`config.mk`:
```
export PLATFORM = sky130hd
export DESIGN_NAME = product_bcd_converter_flat
export DESIGN_NICKNAME = d
export VERILOG_FILES = /design/src/rtl/product_bcd_converter_if.sv /design/src/rtl/product_bcd_converter.sv /design/src/flat_wrapper.sv
export SDC_FILE = /design/constraint.sdc
export NUM_CORES = 1
export LEC_CHECK = 0
export CAP_MARGIN = 10
export CORE_MARGIN = 5
export CORE_UTILIZATION = 30
export DETAILED_ROUTE_END_ITERATION = 16
export GPL_TIMING_DRIVEN = 0
export PLACE_DENSITY = 0.55
export SYNTH_ARGS = -nofsm -noshare
export SYNTH_HDL_FRONTEND = slang
export SYNTH_SLANG_ARGS = --single-unit
```
`constraint.sdc`:
```
create_clock -name clock -period 1.8 [get_ports clock]
set_clock_uncertainty 0.05 [all_clocks]
set_input_delay 0.45 -clock clock [delete_from_list [all_inputs] [get_ports clock]]
set_output_delay 0.45 -clock clock [all_outputs]
set_load 0.01 [all_outputs]
```
`src/rtl/product_bcd_converter_if.sv`:
```
// Handshake/data bundle between a product producer and the BCD converter.
interface product_bcd_converter_if #(
  parameter int WIDTH  = 8,
  parameter int DIGITS = 3
);
  logic                  start;
  logic [WIDTH-1:0]      bin;
  logic                  busy;
  logic                  done;
  logic [4*DIGITS-1:0]   bcd;
  logic                  sign;

  modport master (output start, bin, input busy, done, bcd, sign);
  modport slave  (input start, bin, output busy, done, bcd, sign);
endinterface

```
`src/rtl/product_bcd_converter.sv`:
```
// Sequential double-dabble binary-to-BCD converter with optional two's complement
// input; one conversion in flight, WIDTH cycles per result.
module product_bcd_converter #(
  parameter int WIDTH  = 8,
  parameter int DIGITS = 3,
  parameter int SIGNED = 1
) (
  input  logic                  clock,
  input  logic                  reset,
  product_bcd_converter_if.slave bus
);
  localparam int BW = 4 * DIGITS;
  localparam int CW = $clog2(WIDTH + 1);

  typedef enum logic [0:0] {IDLE = 1'b0, CONVERT = 1'b1} state_t;

  state_t            state_r;
  logic [WIDTH-1:0]  shift_r;
  logic [BW-1:0]     scratch_r;
  logic [CW-1:0]     count_r;
  logic              sign_lat_r;
  logic              busy_r;
  logic              done_r;
  logic              sign_r;
  logic [BW-1:0]     bcd_r;

  logic [BW-1:0]     adj_s;
  logic [BW-1:0]     scratch_next_s;
  logic [WIDTH-1:0]  shift_next_s;
  logic [WIDTH-1:0]  mag_s;
  logic              neg_s;
  logic              last_s;

  function automatic logic [BW-1:0] add3_digits(input logic [BW-1:0] v);
    logic [BW-1:0] r;
    r = v;
    for (int d = 0; d < DIGITS; d++) begin
      if (v[4*d +: 4] >= 4'd5) begin
        r[4*d +: 4] = v[4*d +: 4] + 4'd3;
      end else begin
        r[4*d +: 4] = v[4*d +: 4];
      end
    end
    return r;
  endfunction

  // Input magnitude/sign extraction and one add-3-then-shift step
  always_comb begin
    neg_s          = 1'b0;
    mag_s          = bus.bin;
    adj_s          = add3_digits(scratch_r);
    scratch_next_s = {adj_s[BW-2:0], shift_r[WIDTH-1]};
    shift_next_s   = {shift_r[WIDTH-2:0], 1'b0};
    last_s         = (count_r == CW'(WIDTH - 1));
    if (SIGNED != 0) begin
      neg_s = bus.bin[WIDTH-1];
    end else begin
      neg_s = 1'b0;
    end
    // Most-negative input wraps to 2**(WIDTH-1), which is the correct magnitude
    if (neg_s) begin
      mag_s = (~bus.bin) + WIDTH'(1);
    end else begin
      mag_s = bus.bin;
    end
  end

  // Control FSM, datapath registers and registered outputs
  always_ff @(posedge clock) begin
    if (reset) begin
      state_r    <= IDLE;
      shift_r    <= {WIDTH{1'b0}};
      scratch_r  <= {BW{1'b0}};
      count_r    <= {CW{1'b0}};
      sign_lat_r <= 1'b0;
      busy_r     <= 1'b0;
      done_r     <= 1'b0;
      sign_r     <= 1'b0;
      bcd_r      <= {BW{1'b0}};
    end else begin
      done_r <= 1'b0;
      case (state_r)
        IDLE: begin
          if (bus.start) begin
            shift_r    <= mag_s;
            sign_lat_r <= neg_s;
            scratch_r  <= {BW{1'b0}};
            count_r    <= {CW{1'b0}};
            busy_r     <= 1'b1;
            state_r    <= CONVERT;
          end else begin
            state_r    <= IDLE;
          end
        end
        CONVERT: begin
          scratch_r <= scratch_next_s;
          shift_r   <= shift_next_s;
          count_r   <= count_r + CW'(1);
          if (last_s) begin
            bcd_r   <= scratch_next_s;
            sign_r  <= sign_lat_r;
            done_r  <= 1'b1;
            busy_r  <= 1'b0;
            state_r <= IDLE;
          end else begin
            state_r <= CONVERT;
          end
        end
        default: begin
          state_r <= IDLE;
          busy_r  <= 1'b0;
        end
      endcase
    end
  end

  assign bus.busy = busy_r;
  assign bus.done = done_r;
  assign bus.bcd  = bcd_r;
  assign bus.sign = sign_r;
endmodule

```
`src/flat_wrapper.sv`:
```
// flat-port wrapper written by rule: the top's interface ports become plain ports
module product_bcd_converter_flat 
#(
  parameter int WIDTH  = 8,
  parameter int DIGITS = 3,
  parameter int SIGNED = 1
)
  (clock, reset, bus_start, bus_bin, bus_busy, bus_done, bus_bcd, bus_sign);
  product_bcd_converter_if #(.WIDTH(WIDTH), .DIGITS(DIGITS)) bus_i ();
  input  logic clock;
  input  logic reset;
  input wire logic [$bits(bus_i.start)-1:0] bus_start;
  input wire logic [$bits(bus_i.bin)-1:0] bus_bin;
  output wire logic [$bits(bus_i.busy)-1:0] bus_busy;
  output wire logic [$bits(bus_i.done)-1:0] bus_done;
  output wire logic [$bits(bus_i.bcd)-1:0] bus_bcd;
  output wire logic [$bits(bus_i.sign)-1:0] bus_sign;
  assign bus_i.start = bus_start;
  assign bus_i.bin = bus_bin;
  assign bus_busy = bus_i.busy;
  assign bus_done = bus_i.done;
  assign bus_bcd = bus_i.bcd;
  assign bus_sign = bus_i.sign;
  product_bcd_converter #(.WIDTH(WIDTH), .DIGITS(DIGITS), .SIGNED(SIGNED)) u_core (.clock(clock), .reset(reset), .bus(bus_i));
endmodule
```
; After elaboration in Yosys (flattened, before gate mapping)
; Cells that the tools add are included.
[word_totals]
ff_bits = 41
out_inout_bits = 15
wordCells = 43
[classes]
n_addsub = 5
magnitude_cmp = 3
n_eq_ne = 3
n_mux = 17
bitwise_logic = 2
n_reduce_logical = 4
[ops]
columns = op, n
row1 = $pmux W12 S2, 1
row2 = $mux W8, 2
row3 = $pmux W8 S2, 1
row4 = $ge A4 B3 Y1 const B, 3
row5 = $mux W12, 1
row6 = $mux W4, 3
row7 = $add A4 B2 Y4 const B, 2
row8 = $add A8 B1 Y8 const B, 1
row9 = $not A8 Y8, 1
row10 = $pmux W4 S2, 1
row11 = $reduce_and A2 Y1, 3
row12 = $mux W1, 5
row13 = $add A4 B1 Y4 const B, 1
row14 = $eq A4 B3 Y1 const B, 1
row15 = $ne A2 B2 Y1 const B, 2
row16 = $pmux W1 S2, 2
row17 = $add A3 B2 Y3 const B, 1
row18 = $mux W3, 1
row19 = $reduce_or A2 Y1, 1
row20 = $not A1 Y1, 1

; Longest topological paths before layout
[logic_depth]
word_depth = 5
ltp_mapped = 6

; Worst setup path before layout
; Ideal clock, no wire load.
[synth_path]
path_type = input to register
startpoint = input bus_bin[0]
endpoint = register u_core.shift_r[5]
arrival_time_ns = 1.327
required_ns = 1.620
slack_ns = 0.293
path_stages = 4
path_cell_list = or4_1 o21ai_2 xor2_1 o22ai_1
[synth_via]
elab_chain_cells = 5
[synth_rtl]
columns = element, line
row1 = "start, declared", flat_wrapper.sv:13  ; input wire logic [$bits(bus_i.bin)-1:0] bus_bin;
row2 = $not A8 Y8, product_bcd_converter.sv:62  ; mag_s = (~bus.bin) + WIDTH'(1);
row3 = $add A8 B1 Y8, product_bcd_converter.sv:62
row4 = $mux W8, product_bcd_converter.sv:61  ; if (neg_s) begin
row5 = $mux W8, product_bcd_converter.sv:84  ; if (bus.start) begin
row6 = $pmux W8 S2, product_bcd_converter.sv:82  ; case (state_r)
row7 = "end signal, assigned", product_bcd_converter.sv:72  ; shift_r <= {WIDTH{1'b0}};
row8 = "end signal, assigned", product_bcd_converter.sv:85  ; shift_r <= mag_s;
row9 = "end signal, assigned", product_bcd_converter.sv:97  ; shift_r <= shift_next_s;
row10 = "end, declared", product_bcd_converter.sv:18  ; logic [WIDTH-1:0] shift_r;
; Every way passes these cells. The select of a mux whose other input is x is not followed.
; A chain may end at the register's enable or synchronous reset.

; Worst setup path after layout
[layout_path]
startpoint = input bus_bin[2]
endpoint = register u_core.shift_r[5]
; Same word-level chain as after synthesis.

==> flow_summary_export.csv <==
group,metric,value,unit
cts,root_buffer,"clkbuf_8",
final_layout,n_antenna_cell,0,
cts,clock-sinks,41,
synth,synth-seq-area-share,44.1,%
global_routing,grt_pass1_vias,1539,
drt,vias,1587,
drt,totalWireLength,4190,µm
global_routing,grt_pass1_wl,7100,µm
synth,synth_fa_ha_area_share,5.38,%
critical_path,cp-start-kind,"primary input",
drt,postRouteAntennaNets,0,
synth,syn_area_per_cell,8.73,µm²
drt,drt-initial-drc-count,60,
timing,fin_ws,0.0757,ns
floorplan,num_rows,28,
place,dp.cells,313,
cts,clock_latency,0.29,ns
global_routing,grt_util_all_layers,11.6,%
place,place_area,0.00220,mm²
final_layout,area_delta_synth_final,24.2,%
timing,tightest_slew,0.543,ns
timing,rsz0062_at_grt,"true",
global_routing,overflow,0,
drt,drc,0,
floorplan,core_area,0.00599,mm²
power_and_ir_drop,power_density,752,mW/mm²
synth,synth_area,0.00186,mm²
place,gp_congestion,0.830,
critical_path,critPathMaxFanout,5,
hold_path,hold_class,"reg2reg",
global_routing,grt_start_max_net_pins,14,
place,place_ws,-0.417,ns
timing,fin_crit_sh,95.8,%
final_layout,fin_cells,320,
cts,clkTransAtPathRegs,0.08,ns
synth,synth_top_family_by_area,"compound AO/OA/AOI/OAI gates",
power_and_ir_drop,vdd_drop_max,272,µV
cts,cts_setup_buffers,0,
global_routing,antenna_found_initial,0,
synth,synth_xor_area_share,3.77,%
synth,yosysWarnings,0,
synth,syn_inst,213,
synth,synth-simple-area-share,18.8,%
flow_run,max_cap_viol_count,0,
timing,drv_slew,0,
synth,syn-num-nets,232,
floorplan,fp.dieArea,0.00787,mm²
floorplan,start_util,31.0,%
floorplan,die_w,88.7,µm
critical_path,end_kind,"flop",
cts,clk_path_buf_depth,2,
final_layout,nets,263,
cts,tritoncts,"built",
drt,wl_per_cell,13.1,µm
timing,fin_hold_ws,0.405,ns
critical_path,crit_required,1.92,ns
timing,setup_viol,0,
cts,cts_buffers,5,
final_layout,drive_gt1_share,8.16,%
critical_path,cp_data_arrival_time,1.85,ns
cts,h-tree-depth,2,
drt,routed_via_density,4.96,
timing,hold_viol,0,
timing,period_minus_slack,1.72,ns
place,hpwl,3060,µm
place,port_buffers,25,
drt,drtPass1Iterations,4,
synth,synth_seq_cells,41,
synth,synth_compound_area_share,19.4,%
timing,fmax,580,MHz
final_layout,design_area,0.00231,mm²
synth,muxShareOfSynthArea,3.97,%
cts,holdBufCountCts,0,
timing,slew_headroom,63.7,%
final_layout,post-route-util,38.6,%
floorplan,die_h,88.7,µm
floorplan,ios,26,
power_and_ir_drop,p_leak,0.824,nW
synth,synth_cell_type_count,37,
outcome,outcome,"complete, no violations",
critical_path,crit_type,"in2reg",
## cells by family (layout without fill, tap and decap cells)
family / Yosys count / after routing
AOI/OAI and AO/OA: 62 / 62
DFF: 41 / 41
adders and majority gates: 8 / 8
and+or+nand+nor: 66 / 66
xor gates and xnor gates: 8 / 8
muxes: 7 / 7
buffers and inverters: 21 / 53
## flip-flops by register name, indices dropped and copies added, names as in the netlist
name	cells
u_core.bus.bcd	12
u_core.scratch_r	12
u_core.shift_r	8
u_core.count_r	4
u_core.bus.busy	1
u_core.bus.done	1
u_core.bus.sign	1
u_core.sign_lat_r	1
u_core.state_r	1
## final cells by class
class	instances	area (µm²)
multi-input cells	151	962
plain buffers	8	36.3
flip-flops and latches	41	821
clock buffers	6	82.6
repair buffers	25	255
fillers	616	3680
inverters	12	45.0
well taps	75	93.8
clock inverters	2	13.8
## worst max-delay path, cell delays in order
cell	delay (ns)
clkdlybuf4s50_1	0.49
or4_1	0.52
o21ai_2	0.14
xor2_1	0.15
o22ai_1	0.10
## worst paths after layout
check | slack, ns | from | cells after the start | endpoint
worst min register to register | 0.40 | u_core.bus.bcd[7] | 2 | u_core.bus.bcd[7]
worst max register to register | 0.16 | u_core.scratch_r[4] | 6 | u_core.bus.bcd[6]
worst min-delay path | 0.40 | u_core.bus.bcd[7] | 2 | u_core.bus.bcd[7]
worst max-delay path | 0.08 | bus_bin[2] | 5 | u_core.shift_r[5]
## metal layers
metal  track usage, %  vias to the layer above  share of wire (%)
met1             15.4                      737                 50
met2             18.6                       28                 45
li1                 -                      817                  -
met3             3.07                        5                3.9
met5                0                        -                  0
met4             3.16                        0               0.86
## metrics by stage
step | setup TNS, ns | power, mW
2_1_floorplan | 0 | 1.05
6_report | 0 | 1.74
3_5_place_dp | -8.52 | 1.12
5_1_grt | -0.00637 | 1.82
4_1_cts | 0 | 1.76
3_3_place_gp | -8.70 | 1.12
## placed cells by master (no fill, tap or decap), types with 2 or more instances in the layout
master,count
clkbuf_2,2
inv_1,12
nand3_1,12
xor2_1,2
ha_1,8
dlymetal6s2s_1,2
o22ai_1,2
clkbuf_8,6
nand2b_1,5
mux2i_1,4
a22o_1,3
xnor2_1,6
nand2_1,13
dfxtp_1,41
a31oi_1,2
buf_2,3
a211oi_1,2
nor3b_1,10
nor2_1,10
buf_1,2
nor3_1,6
mux2_2,3
clkdlybuf4s50_1,23
a21oi_1,20
a21boi_0,2
o21ai_0,23
nor2b_1,3
## cells in the mapped netlist (all sizes together)
cell type,instances,area (µm²)
dfxtp,41,821
o21ai,24,124
a21oi,21,105
nand2,13,48.8
inv,12,45.0
nand3,12,60.1
nor2,11,41.3
nor3b,10,75.1
ha,8,100
nor3,6,30.0
xnor2,6,52.6
buf,5,22.5
nand2b,5,31.3
clkbuf,4,15.0
mux2i,4,40.0
a22o,3,26.3
mux2,3,33.8
nor2b,3,18.8
a211oi,2,15.0
a21boi,2,15.0
a31oi,2,12.5
o22ai,2,12.5
xor2,2,17.5
a211o,1,8.76
a32o,1,10.0
a41oi,1,8.76
and2b,1,7.51
nand4b,1,8.76
nor4,1,6.26
nor4b,1,8.76
o21a,1,7.51
o221ai,1,8.76
o31ai,1,7.51
or2,1,6.26
or4,1,7.51
## where the power goes
part / switching, mW / internal, mW
Clock: 0.332 / 0.311
Combinational: 0.0914 / 0.0655
Sequential: 0.0114 / 0.926
## timing repair
item	in CTS	in global routing
setup endpoints to repair	11	14
gates resized for setup	2	5
endpoints found under the hold margin	0	0
(Power assumes the default switching activity.)
